<file path="src/rtl/hssl_apb_pkg.sv">
// Shared types and constants for the HSSL APB initiator and its register-bank address map.
package hssl_apb_pkg;

    typedef enum logic [1:0] {
        IDLE   = 2'd0,
        SETUP  = 2'd1,
        ACCESS = 2'd2,
        RESP   = 2'd3
    } apb_state_t;

    localparam int unsigned DEF_ADDR_WIDTH = 40;
    localparam int unsigned DEF_DATA_WIDTH = 32;

    // Register-bank address fields: section select and word-aligned entry number.
    localparam int unsigned REG_SEC_LSB = 6;
    localparam int unsigned REG_NUM_LSB = 2;

endpackage

</file>
<file path="src/rtl/hssl_apb_master.sv">
// APB3 initiator: one request in, one APB transfer, one response out, with a PREADY timeout.
module hssl_apb_master
    import hssl_apb_pkg::*;
#(
    parameter int unsigned ADDR_WIDTH     = DEF_ADDR_WIDTH,
    parameter int unsigned DATA_WIDTH     = DEF_DATA_WIDTH,
    parameter int unsigned TIMEOUT_CYCLES = 256
) (
    input  logic                  clk,
    input  logic                  resetn,
    input  logic                  req_vld_in,
    output logic                  req_rdy_out,
    input  logic                  req_write_in,
    input  logic [ADDR_WIDTH-1:0] req_addr_in,
    input  logic [DATA_WIDTH-1:0] req_wdata_in,
    output logic                  rsp_vld_out,
    input  logic                  rsp_rdy_in,
    output logic [DATA_WIDTH-1:0] rsp_rdata_out,
    output logic                  rsp_err_out,
    output logic                  rsp_timeout_out,
    output logic                  apb_psel_out,
    output logic                  apb_penable_out,
    output logic                  apb_pwrite_out,
    output logic [ADDR_WIDTH-1:0] apb_paddr_out,
    output logic [DATA_WIDTH-1:0] apb_pwdata_out,
    input  logic [DATA_WIDTH-1:0] apb_prdata_in,
    input  logic                  apb_pready_in,
    input  logic                  apb_pslverr_in
);

    localparam int unsigned CNT_RAW  = $clog2(TIMEOUT_CYCLES + 1);
    localparam int unsigned CNT_W    = (CNT_RAW < 1) ? 1 : CNT_RAW;
    localparam bit          TO_EN    = (TIMEOUT_CYCLES != 0);
    localparam logic [CNT_W-1:0] CNT_MAX  = '1;
    localparam logic [CNT_W-1:0] CNT_LAST = CNT_W'(TIMEOUT_CYCLES - 1);

    apb_state_t            state_q, state_d;
    logic [CNT_W-1:0]      cnt_q, cnt_d;
    logic                  psel_d, penable_d, pwrite_d;
    logic [ADDR_WIDTH-1:0] paddr_d;
    logic [DATA_WIDTH-1:0] pwdata_d;
    logic                  rsp_vld_d, rsp_err_d, rsp_timeout_d;
    logic [DATA_WIDTH-1:0] rsp_rdata_d;

    assign req_rdy_out = (state_q == IDLE);

    // Next-state and next-output decode; every register holds unless a transition updates it.
    always_comb begin
        state_d       = state_q;
        cnt_d         = cnt_q;
        psel_d        = apb_psel_out;
        penable_d     = apb_penable_out;
        pwrite_d      = apb_pwrite_out;
        paddr_d       = apb_paddr_out;
        pwdata_d      = apb_pwdata_out;
        rsp_vld_d     = rsp_vld_out;
        rsp_rdata_d   = rsp_rdata_out;
        rsp_err_d     = rsp_err_out;
        rsp_timeout_d = rsp_timeout_out;

        case (state_q)
            IDLE: begin
                if (req_vld_in) begin
                    pwrite_d  = req_write_in;
                    paddr_d   = req_addr_in;
                    pwdata_d  = req_wdata_in;
                    psel_d    = 1'b1;
                    penable_d = 1'b0;
                    state_d   = SETUP;
                end
            end
            SETUP: begin
                penable_d = 1'b1;
                cnt_d     = '0;
                state_d   = ACCESS;
            end
            ACCESS: begin
                if (apb_pready_in) begin
                    rsp_rdata_d   = apb_pwrite_out ? '0 : apb_prdata_in;
                    rsp_err_d     = apb_pslverr_in;
                    rsp_timeout_d = 1'b0;
                    psel_d        = 1'b0;
                    penable_d     = 1'b0;
                    rsp_vld_d     = 1'b1;
                    state_d       = RESP;
                end else begin
                    if (cnt_q != CNT_MAX) begin
                        cnt_d = cnt_q + CNT_W'(1);
                    end
                    // cnt_q counts completed wait cycles, so this edge closes ACCESS cycle TIMEOUT_CYCLES.
                    if (TO_EN && (cnt_q == CNT_LAST)) begin
                        rsp_rdata_d   = '0;
                        rsp_err_d     = 1'b1;
                        rsp_timeout_d = 1'b1;
                        psel_d        = 1'b0;
                        penable_d     = 1'b0;
                        rsp_vld_d     = 1'b1;
                        state_d       = RESP;
                    end
                end
            end
            RESP: begin
                if (rsp_rdy_in) begin
                    rsp_vld_d = 1'b0;
                    state_d   = IDLE;
                end
            end
            default: state_d = IDLE;
        endcase
    end

    always_ff @(posedge clk) begin
        if (!resetn) begin
            state_q         <= IDLE;
            cnt_q           <= '0;
            apb_psel_out    <= 1'b0;
            apb_penable_out <= 1'b0;
            apb_pwrite_out  <= 1'b0;
            apb_paddr_out   <= '0;
            apb_pwdata_out  <= '0;
            rsp_vld_out     <= 1'b0;
            rsp_rdata_out   <= '0;
            rsp_err_out     <= 1'b0;
            rsp_timeout_out <= 1'b0;
        end else begin
            state_q         <= state_d;
            cnt_q           <= cnt_d;
            apb_psel_out    <= psel_d;
            apb_penable_out <= penable_d;
            apb_pwrite_out  <= pwrite_d;
            apb_paddr_out   <= paddr_d;
            apb_pwdata_out  <= pwdata_d;
            rsp_vld_out     <= rsp_vld_d;
            rsp_rdata_out   <= rsp_rdata_d;
            rsp_err_out     <= rsp_err_d;
            rsp_timeout_out <= rsp_timeout_d;
        end
    end

endmodule
</file>
<file path="config.mk">
export PLATFORM = sky130hd
export DESIGN_NAME = hssl_apb_master
export DESIGN_NICKNAME = d
export VERILOG_FILES = /design/src/rtl/hssl_apb_pkg.sv /design/src/rtl/hssl_apb_master.sv
export SDC_FILE = /design/constraint.sdc
export NUM_CORES = 1
export LEC_CHECK = 0
export CORE_MARGIN = 3
export CORE_UTILIZATION = 44
export DETAILED_ROUTE_END_ITERATION = 8
export PLACE_DENSITY = 0.94
export SLEW_MARGIN = 0
export SYNTH_ARGS = -nofsm -noshare
export SYNTH_HDL_FRONTEND = slang
export SYNTH_SLANG_ARGS = --single-unit
</file>
<file path="constraint.sdc">
create_clock -name clk -period 3 [get_ports clk]
set_input_delay 0.45 -clock clk [delete_from_list [all_inputs] [get_ports clk]]
set_output_delay 0.45 -clock clk [all_outputs]
set_load 0.01 [all_outputs]
</file>
==> Yosys cells after proc, flatten, opt, wreduce, memory -nomap -nowiden <==
Cells that the tools add are included.
{ "totals": {"regBits": 121, "latch_bits": 0, "mem_bits_rw": 0, "romBits": 0, "in_bits": 111, "out_inout_bits": 111, "elab_cells": 58, "mem_count": 0} }
{ "classes": {"add_sub_neg": 1, "n_mul": 0, "div_mod_pow": 0, "n_lt_le_gt_ge": 0, "n_eq_ne": 10, "n_shift": 0, "muxes": 23, "n_bitwise": 0, "n_reduce_logical": 13} }
{ "op_table": {"columns": ["cell", "n"], "rows": [
  ["$mux 32", 3],
  ["$mux 9", 2],
  ["$pmux 9 s2", 1],
  ["$reduce_and 3->1", 5],
  ["$add 9x1->9 const B", 1],
  ["$eq 9x8->1 const B", 1],
  ["$mux 1", 9],
  ["$ne 9x9->1 const B", 1],
  ["$mux 2", 4],
  ["$ne 2x2->1 const B", 4],
  ["$pmux 2 s4", 1],
  ["$reduce_bool 2->1", 4],
  ["$eq 2x2->1 const B", 2],
  ["$pmux 1 s2", 2],
  ["$reduce_and 2->1", 2],
  ["$ne 3x3->1 const B", 1],
  ["$pmux 1 s3", 1],
  ["$reduce_bool 3->1", 1],
  ["$eq 2x1->1 const B", 1],
  ["$logic_not 2->1", 1]
]} }

==> Logic depth before layout (Yosys ltp) <==
Gate-level depths: netlist of the first run.
{ "logic_depth": {"word_depth": 4, "ltp_mapped": 8, "ltp_nobuf": 7} }

==> Least setup slack after synthesis of the first run <==
Ideal clock, no wire load.
{ "synth_timing": {"kind": "register -> register", "from": "register cnt_q[0]", "to": "register cnt_q[5]", "setup_ns": 0.072, "arrival_time_ns": 1.733, "required_ns": 2.928, "slack_ns": 1.196, "stages_incl_launch_ff": 9, "period_less_slack_ns": 1.804, "cell_sequence": "dfxtp_1 > ha_1 > nand3_1 > nor2_1 > ha_1 > or3b_1 > buf_6 > a211oi_2 > mux2i_1"} }
{ "synth_via": {"elab_chain_cells": 4} }
{ "synth_rtl": {"columns": ["element", "line", "text"], "rows": [
  ["start: declaration", "hssl_apb_master.sv:38", "logic [CNT_W-1:0] cnt_q, cnt_d;"],
  ["start signal: assignment", "hssl_apb_master.sv:127", "cnt_q <= cnt_d;"],
  ["$add 9x1->9", "hssl_apb_master.sv:88", "cnt_d = cnt_q + CNT_W'(1);"],
  ["$mux 9", "hssl_apb_master.sv:87", "if (cnt_q != CNT_MAX) begin"],
  ["$mux 9", "hssl_apb_master.sv:78", "if (apb_pready_in) begin"],
  ["$pmux 9 s2", "hssl_apb_master.sv:61", "case (state_q)"]
]} }
Several ways; a longest one is shown, not always the timed one. The select of a mux whose other input is x is not followed.
A chain may end at the register's enable or synchronous reset.

==> Worst setup path in the final report of the first run <==
{ "layout_timing": {"from": "register state_q[1]", "to": "output port req_rdy_out"} }
{ "layout_via": {"elab_chain_cells": 1} }
{ "layout_rtl": {"columns": ["element", "line", "text"], "rows": [
  ["start: declaration", "hssl_apb_master.sv:37", "apb_state_t state_q, state_d;"],
  ["start signal: assignment", "hssl_apb_master.sv:126", "state_q <= state_d;"],
  ["$logic_not 2->1", "hssl_apb_master.sv:45", "assign req_rdy_out = (state_q == IDLE);"],
  ["end: declaration", "hssl_apb_master.sv:12", "output logic req_rdy_out,"]
]} }
No other way between the ends.

==> metrics, run 1 <==
CTS hold repair buffers 0; worst hold stages 2; top cells by area, synth dfxtp_1 (51%), nand2_1 (12%), a21boi_0 (12%); area growth from synthesis to layout 61.40%; die width 109.6 um; Fill cells 733; synthesized cell area 4726 sq um; Synthesized Nets 646; ratio of final minimum period to clock period 73.44%; reg2reg setup slack 930 ps; CTS Buffer Depth 2; status complete, no violations; Setup Buffers After CTS 0; Ys Warns 0; CTS tree built; largest net degree at the start of global routing 74; Fmax 453.9 MHz; first-pass GRT wire length 21,140 um; Die H 109.6 um; Post-synth EDFFs 0; vias per cell 5.028; routed vias 4,435; pin slew with the least headroom to its limit 717.2 ps; Arr. time, crit path 1750 ps; Starting Density 45.57%; Slew HR 52.19%; Post-route DRC 0; Yosys top cell area share 51.26%; Combinational Power Share 26.8%; Final nets 852; TritonRoute pass-1 iters 5; pwr dens 741.6 nW/um^2; fraction of layout cells with a size suffix above 1 6.300%; leakage 0.002749 uW; H-tree depth 4; Max VDD drop 0.0003472 V; Util after Layout 73.55%; Switching Power 1627 uW; Final Routed Wirelength 13,410 um; multi-input logic area 2115 sq um; crit-path cells inv_1, ha_1, clkdlybuf4s50_1; wire per inst 15.20 um; Final Wtd Congestion 0.7678; crit path kind flip-flop to output pin; clock share of power 37.5%; crit end category output pin; Crit path max-delay family buffers and inverters; DRT antenna net count 0; final number of max-transition violations 0; Ports 222; CP Depth 3; RSZ-0062 raised after global routing false; Num CTS Buffers 17; Fin. Hold Viols 0; max incr delay on CP 560 ps; CP Buf/Inv Count 2; core area 10,370 sq um; most numerous cell in the Yosys netlist nand2_1; Syn Area/Cell 8.967 sq um; gr ovfl total 0; minimum clock period 2203 ps; Die ar. 12,020 sq um; register area 2422 sq um; Async S/R FF share, synth 0%; Root Buffer clkbuf_8; number of max-cap violations 0; TritonCTS Sinks 121; clock latency on the worst-skew pair 510 ps; Power Internal 4030 uW; clock slew at reported path FFs 60 ps; Post-synth top cells nand2_1 (156), dfxtp_1 (121), a21boi_0 (74); Fin Setup TNS 0 ps; switch share 28.76%; synthesized flop and latch total 121; num rows 37; Hold Path Class input pin to flip-flop; slowest cell on the critical path clkdlybuf4s50_1; Critical Path RT 2550 ps; placement-stage cell area 7003 sq um; IO Port Bufs 221; vias in the first global route 4,576; Distinct cells, synth 36; synthesized netlist cell count 527; Tot GR Track Use 22.46%; worst-path maximum fanout 4; skew final 7.957 ps; startpoint types flip-flop; endpoints failing setup 0; Final HPWL DP 9755 um; Iter 0 DRT Violations 232; part of the Yosys area used for sequential elements 51.26%; post-synth top area cell dfxtp_1; worst reg2reg path depth 7; initial antenna violation count 0; commonest register cell after synthesis dfxtp_1; Post-Layout Inst Area 7627 sq um; Post-CTS Resized 0; ANT cells 0; sequential fraction of design power 35.7%
-- per-stage QoR --
| step | setup slack, ps | total power [uW] | instances | hold slack [ps] |
|---|---|---|---|---|
| floorplan | 1196 | 2759 | 527 | 454.1 |
| global placement | 871.4 | 3502 | 850 | 435.4 |
| detailed placement | 824.6 | 3573 | 850 | 442.4 |
| CTS | 772.7 | 5716 | 882 | 262.3 |
| global route | 694.4 | 5961 | 882 | 291.0 |
| finish | 796.7 | 5656 | 882 | 288.1 |
-- routing by layer --
layer,global-route usage [%],vias to the layer above,routed length (um)
li1,-,2176,-
met1,22.92,2042,4957
met2,39.28,182,6656
met3,9.219,35,1373
met4,11.58,0,421
met5,0,-,0
-- layout by cell type (no fill, tap or decap), drive strengths merged, types with 2 or more instances in the layout --
master	count
ha	8
clkdlybuf4s50	220
nand3	10
a22oi	32
a211oi	3
clkinv	5
mux2i	7
a21oi	4
nor2b	35
buf	7
and2	3
bufinv	4
a21boi	75
dfxtp	121
clkbuf	18
nand2	156
nand3b	6
o21ai	4
nand2b	2
nor2	2
o221a	2
clkinvlp	3
inv	7
-- flip-flops by register name, summed over array words and instances, names as in the netlist --
| signal | flops |
|---|---|
| apb_pwdata_out | 32 |
| rsp_err_out | 1 |
| rsp_rdata_out | 32 |
| state_q | 2 |
| apb_paddr_out | 40 |
| apb_pwrite_out | 1 |
| cnt_q | 9 |
| rsp_vld_out | 1 |
| apb_psel_out | 1 |
| apb_penable_out | 1 |
| rsp_timeout_out | 1 |
-- layout make-up --
type,instances,share of cell area [%]
multi-input combinational,361,27.72
inverter,5,0.2461
tap,136,2.231
sequential,121,31.76
clock buffer,18,5.610
clock inverter,14,2.575
timing repair buffer,227,29.86
-- power by group through the flow --
stage | Combinational (uW) | Sequential, uW | Clock (uW)
2_1_floorplan | 614 | 2150 | 0
3_3_place_gp | 1470 | 2030 | 0
3_5_place_dp | 1520 | 2050 | 0
4_1_cts | 1540 | 2020 | 2160
5_1_grt | 1680 | 2050 | 2240
6_report | 1520 | 2020 | 2120
-- kinds of logic (layout without fill, tap and decap cells) --
family	after synthesis	in the layout	share of synthesized area, %
XOR/XNOR	1	1	0.1854
AO/OA/AOI/OAI	124	124	19.88
AND/OR/NAND/NOR	221	221	20.92
flip-flops	121	121	51.26
buffers and inverters	45	264	4.157
multiplexers	7	7	1.483
adder cells (fa/ha/maj)	8	8	2.118
-- path summary, 6_finish.rpt --
kind / start / to
setup reg to reg: cnt_q[0] / cnt_q[7]
setup / recovery: state_q[1] / req_rdy_out
hold / removal: resetn / apb_paddr_out[33]
hold reg to reg: rsp_err_out / rsp_err_out
No activity file was read; power rests on OpenSTA's default activity.
==> inputs of run 2 (changes only) <==
--- a/config.mk
+++ b/config.mk
@@ -6,9 +6,9 @@
 export NUM_CORES = 1
 export LEC_CHECK = 0
 export CORE_MARGIN = 3
-export CORE_UTILIZATION = 44
+export CORE_UTILIZATION = 37
 export DETAILED_ROUTE_END_ITERATION = 8
-export PLACE_DENSITY = 0.94
+export PLACE_DENSITY = 0.85
 export SLEW_MARGIN = 0
 export SYNTH_ARGS = -nofsm -noshare
 export SYNTH_HDL_FRONTEND = slang
==> constraint.sdc (replaced) <==
create_clock -name clk -period 2 [get_ports clk]
set_input_delay 0.3 -clock clk [delete_from_list [all_inputs] [get_ports clk]]
set_output_delay 0.3 -clock clk [all_outputs]
set_load 0.01 [all_outputs]
==> metrics, run 2 (synthesized netlist as in run 1, its figures left out) <==
Post-route DRC 0 (unchanged); pin slew with the least headroom to its limit 620.0 ps (was 717.2 ps); crit path kind flip-flop to flip-flop (was flip-flop to output pin); fin cells 920 (was 882); Critical Path RT 2330 ps (was 2550 ps); wire per inst 14.96 um (was 15.20 um); Hold Path Class input pin to flip-flop (unchanged); Num CTS Buffers 17 (unchanged); Final nets 858 (was 852); Fin Setup TNS 0 ps (unchanged); Final Routed Wirelength 13,770 um (was 13,410 um); number of max-cap violations 0 (unchanged); area growth from synthesis to layout 63.38% (was 61.40%); Setup WS pre-CTS -57.53 ps (was 824.6 ps); final number of max-transition violations 0 (unchanged); vias per cell 4.882 (was 5.028); Final HPWL DP 10,140 um (was 9755 um); first-pass GRT wire length 21,970 um (was 21,140 um); startpoint types flip-flop (unchanged); routed vias 4,491 (was 4,435); placement-stage cell area 7101 sq um (was 7003 sq um); Iter 0 DRT Violations 252 (was 232); Fin. Hold Viols 0 (unchanged); Fill cells 985 (was 733); num rows 40 (was 37); Ports 222 (unchanged); Arr. time, crit path 2260 ps (was 1750 ps); Tot GR Track Use 19.26% (was 22.46%); clock slew at reported path FFs 50 ps (was 60 ps); commonest non-fill, non-tap cell in the layout clkdlybuf4s50_1 (unchanged); ANT cells 0 (unchanged); Slew HR 58.67% (was 52.19%); Top Registers apb_paddr_out: 40 flops, apb_pwdata_out: 32 flops, rsp_rdata_out: 32 flops (unchanged); Final Wtd Congestion 0.7611 (was 0.7678); max incr delay on CP 450 ps (was 560 ps); CTS tree built (unchanged); Max VDD drop 0.0006567 V (was 0.0003472 V); DRT antenna net count 0 (unchanged); cell mode on critical path ha_1; most frequent cells in the layout clkdlybuf4s50_1 (219), nand2_1 (155), dfxtp_1 (121) (was clkdlybuf4s50_1 (220), nand2_1 (155), dfxtp_1 (121)); Die ar. 14,160 sq um (was 12,020 sq um); crit end category flip-flop (was output pin); skew final 4.483 ps (was 7.957 ps); largest net degree at the start of global routing 57 (was 74); gr ovfl total 0 (unchanged); Die H 119.0 um (was 109.6 um); Post-Layout Inst Area 7721 sq um (was 7627 sq um); minimum clock period 1931 ps; Starting Density 38.54% (was 45.57%); ratio of final minimum period to clock period 96.55%; Util after Layout 62.97% (was 73.55%); leakage 0.002781 uW (was 0.002749 uW); final setup margin 69.04 ps (was 796.7 ps); initial antenna violation count 0 (unchanged); CTS hold repair buffers 0 (unchanged); pwr dens 1093 nW/um^2 (was 741.6 nW/um^2); slowest cell on the critical path or3b_4 (was clkdlybuf4s50_1); Fmax 517.9 MHz; placed insts 888 (was 850); max reg flops 40 (unchanged); TritonCTS Sinks 121 (unchanged); die width 119.0 um (was 109.6 um); Root Buffer clkbuf_16 (was clkbuf_8); status complete, no violations (unchanged); crit-path cells ha_1, nand3_1, nor2_1, ha_1, or3b_4, a211oi_4, mux2i_1 (was inv_1, ha_1, clkdlybuf4s50_1); clock latency on the worst-skew pair 410 ps (was 510 ps); endpoints failing setup 0 (unchanged); fraction of layout cells with a size suffix above 1 7.181% (was 6.300%); CTS Buffer Depth 2 (unchanged); vias in the first global route 4,471 (was 4,576); IO Port Bufs 221 (unchanged); core area 12,260 sq um (was 10,370 sq um); worst-path maximum fanout 10 (was 4); TritonRoute pass-1 iters 5 (unchanged); largest register by flop count apb_paddr_out (unchanged); H-tree depth 4 (unchanged)
-- run 2: where the power goes --
group	switching, uW	internal (uW)
Sequential	216	2810
Clock	1060	2010
Combinational	1120	1220
Total	2400	6040
-- run 2: area by class of cell --
class | instances | area [sq um] | area share, %
Clock buffer | 20 | 456.7 | 5.915
Multi-Input combinational cell | 361 | 2127 | 27.55
Inverter | 5 | 18.77 | 0.2431
Tap cell | 168 | 210.2 | 2.722
Sequential cell | 121 | 2422 | 31.37
Timing Repair Buffer | 233 | 2337 | 30.27
Clock inverter | 12 | 148.9 | 1.928
-- run 2: metal layers --
metal  up-vias  GRT usage, %  share of wire, %
met5         -             0                 0
met4         0         7.314               1.5
met3        18         8.262               9.6
met2       201         33.91                50
met1      2091         20.27                39
li1       2181             -                 -
-- run 2: per-stage QoR --
stage                     hold WS (ps)  total power (uW)
after global placement           444.2              5328
after CTS                        405.4              8547
after detailed placement         454.8              5422
after floorplan                  444.9              4138
after global routing             442.2              8879
final                            426.3              8442
-- run 2: critical path, delay by kind of cell, from the launching register on --
family / cells / cell delay [ps]
simple gates: 3 / 600
fa+ha+maj: 2 / 430
flops: 1 / 330
compound gates: 1 / 280
mux: 1 / 220
-- run 2: timing repair --
item / in CTS / in global routing
gates cloned: 0 / 0
pin swaps: 0 / 0
setup endpoints to repair: 4 / 2
buffers inserted: 0 / 0
gates resized for setup: 2 / 2
-- run 2: path summary, 6_finish.rpt --
check,startpoint,end,slack (ps),cells past startpoint
max reg2reg,cnt_q[0],cnt_q[5],70,7
max,cnt_q[0],cnt_q[5],70,7
min,resetn,rsp_timeout_out,430,3
min reg2reg,apb_paddr_out[0],apb_paddr_out[0],460,2
==> inputs of run 3 (changes only) <==
==> constraint.sdc (replaced) <==
create_clock -name clk -period 2 [get_ports clk]
set_input_delay 0.3 -clock clk [delete_from_list [all_inputs] [get_ports clk]]
set_output_delay 0.3 -clock clk [all_outputs]
set_load 0.02 [all_outputs]
==> metrics, run 3 (synthesized netlist as in run 1, its figures left out) <==
status complete, no violations (unchanged); fin cells 918 (was 920); num rows 40 (unchanged); fraction of layout cells with a size suffix above 1 6.400% (was 7.181%); startpoint types flip-flop (unchanged); die width 119.0 um (unchanged); Fin Setup TNS 0 ps (unchanged); leakage 0.002773 uW (was 0.002781 uW); Top Registers apb_paddr_out: 40 flops, apb_pwdata_out: 32 flops, rsp_rdata_out: 32 flops (unchanged); Fin. Hold Viols 0 (unchanged); Root Buffer clkbuf_16 (unchanged); Starting Density 38.54% (unchanged); placed insts 885 (was 888); Setup WS pre-CTS -34.15 ps (was -57.53 ps); vias per cell 4.856 (was 4.882); ratio of final minimum period to clock period 96.59% (was 96.55%); largest register by flop count apb_paddr_out (unchanged); Ports 222 (unchanged); Tot GR Track Use 19.27% (was 19.26%); Post-Layout Inst Area 7704 sq um (was 7721 sq um); Power Internal 6155 uW (was 6040 uW); final hold slack 407.1 ps (was 426.3 ps); area growth from synthesis to layout 63.01% (was 63.38%); register area 2422 sq um (unchanged); vias in the first global route 4,403 (was 4,471); slowest cell on the critical path or3b_4 (unchanged); clock latency on the worst-skew pair 410 ps (about the same); core area 12,260 sq um (unchanged); H-tree depth 4 (unchanged); TritonCTS Sinks 121 (unchanged); Final HPWL DP 9799 um (was 10,140 um); Final nets 856 (was 858); CTS Buffer Depth 2 (unchanged); Die H 119.0 um (unchanged); initial antenna violation count 0 (unchanged); minimum clock period 1932 ps (was 1931 ps); Combinational Power Share 29.6% (was 27.8%); Critical Path RT 2330 ps (about the same); pwr dens 1141 nW/um^2 (was 1093 nW/um^2); IO Port Bufs 221 (unchanged); Switching Power 2633 uW (was 2402 uW); endpoints failing setup 0 (unchanged); largest net degree at the start of global routing 128 (was 57); TritonRoute pass-1 iters 4 (was 5); ANT cells 0 (unchanged); Fmax 517.6 MHz (was 517.9 MHz); crit path kind flip-flop to flip-flop (unchanged); gr ovfl total 0 (unchanged); max reg flops 40 (unchanged); most frequent cells in the layout clkdlybuf4s50_1 (219), nand2_1 (155), dfxtp_1 (121) (unchanged); Final Wtd Congestion 0.7635 (was 0.7611); wire per inst 14.88 um (was 14.96 um); final setup margin 68.11 ps (was 69.04 ps); pin slew with the least headroom to its limit 532.8 ps (was 620.0 ps); placement-stage cell area 7078 sq um (was 7101 sq um); final number of max-transition violations 0 (unchanged); Final Routed Wirelength 13,660 um (was 13,770 um); Iter 0 DRT Violations 272 (was 252); switch share 29.96% (was 28.45%); Num CTS Buffers 17 (unchanged); skew final 10.81 ps (was 4.483 ps); Slew HR 64.48% (was 58.67%); DRT antenna net count 0 (unchanged); Arr. time, crit path 2260 ps (about the same); sequential fraction of design power 34.4% (was 35.8%); max incr delay on CP 470 ps (was 450 ps); commonest non-fill, non-tap cell in the layout clkdlybuf4s50_1 (unchanged); number of max-cap violations 0 (unchanged); Post-route DRC 0 (unchanged); clock slew at reported path FFs 50 ps (about the same); Hold Path Class input pin to flip-flop (unchanged); worst-path maximum fanout 8 (was 10); crit end category flip-flop (unchanged); Die ar. 14,160 sq um (unchanged); first-pass GRT wire length 21,870 um (was 21,970 um); Max VDD drop 0.0006148 V (was 0.0006567 V); Crit path max-delay family simple AND/OR/NAND/NOR gates (unchanged); multi-input logic area 2120 sq um (was 2127 sq um); CTS tree built (unchanged); crit-path cells ha_2, nand3_1, nor2_1, ha_1, or3b_4, a211oi_2, mux2i_1 (was ha_1, nand3_1, nor2_1, ha_1, or3b_4, a211oi_4, mux2i_1); Fill cells 975 (was 985); routed vias 4,458 (was 4,491); CP Buf/Inv Count 0 (unchanged); clock share of power 36.1% (was 36.4%)
run 3: area by class of cell:
type,count,share of cell area [%]
multi-input cells,361,27.51
inverters,5,0.2436
repair buffers,231,30.10
clock buffers,24,6.123
well taps,168,2.729
flip-flops and latches,121,31.44
clock inverters,8,1.852
run 3: worst reg2reg max path, stage by stage (launching register included):
cell	delay, ps
dfxtp_1	330
ha_2	210
nand3_1	80
nor2_1	70
ha_1	200
or3b_4	470
a211oi_2	260
mux2i_1	240
run 3: path summary, 6_finish.rpt:
| kind | to | depth (start not counted) | slack (ps) | from |
|---|---|---|---|---|
| setup / recovery | cnt_q[7] | 7 | 70 | cnt_q[0] |
| hold / removal | apb_paddr_out[21] | 3 | 410 | resetn |
| setup reg to reg | cnt_q[7] | 7 | 70 | cnt_q[0] |
| hold reg to reg | rsp_err_out | 2 | 460 | rsp_err_out |
run 3: power by group through the flow:
stage	registers (uW)	logic [uW]	clock network, uW
final	3020	2600	3170
after global routing	3070	2810	3350
after CTS	3020	2620	3230
after detailed placement	3070	2610	0
after global placement	3050	2540	0
after floorplan	3480	930	0
run 3: metrics by stage:
step	utilization, %	total power, uW
floorplan	-	4415
global placement	57.72	5591
detailed placement	57.72	5684
CTS	62.74	8880
global route	62.83	9229
finish	62.83	8788
run 3: routing by layer:
metal	vias to the layer above	wire length, um	track usage (%)
li1	2183	-	-
met1	2065	5318	20.64
met2	190	6784	32.78
met3	20	1328	8.737
met4	0	226	8.110
met5	-	0	0
run 3: repair_timing:
item / CTS / global route
setup endpoints to repair: 5 / 6
pin swaps: 0 / 4
endpoints found under the hold margin: 0 / 0
hold buffers: 0 / 0
resized for setup: 2 / 1
gates cloned: 0 / 0
setup buffers: 0 / 1
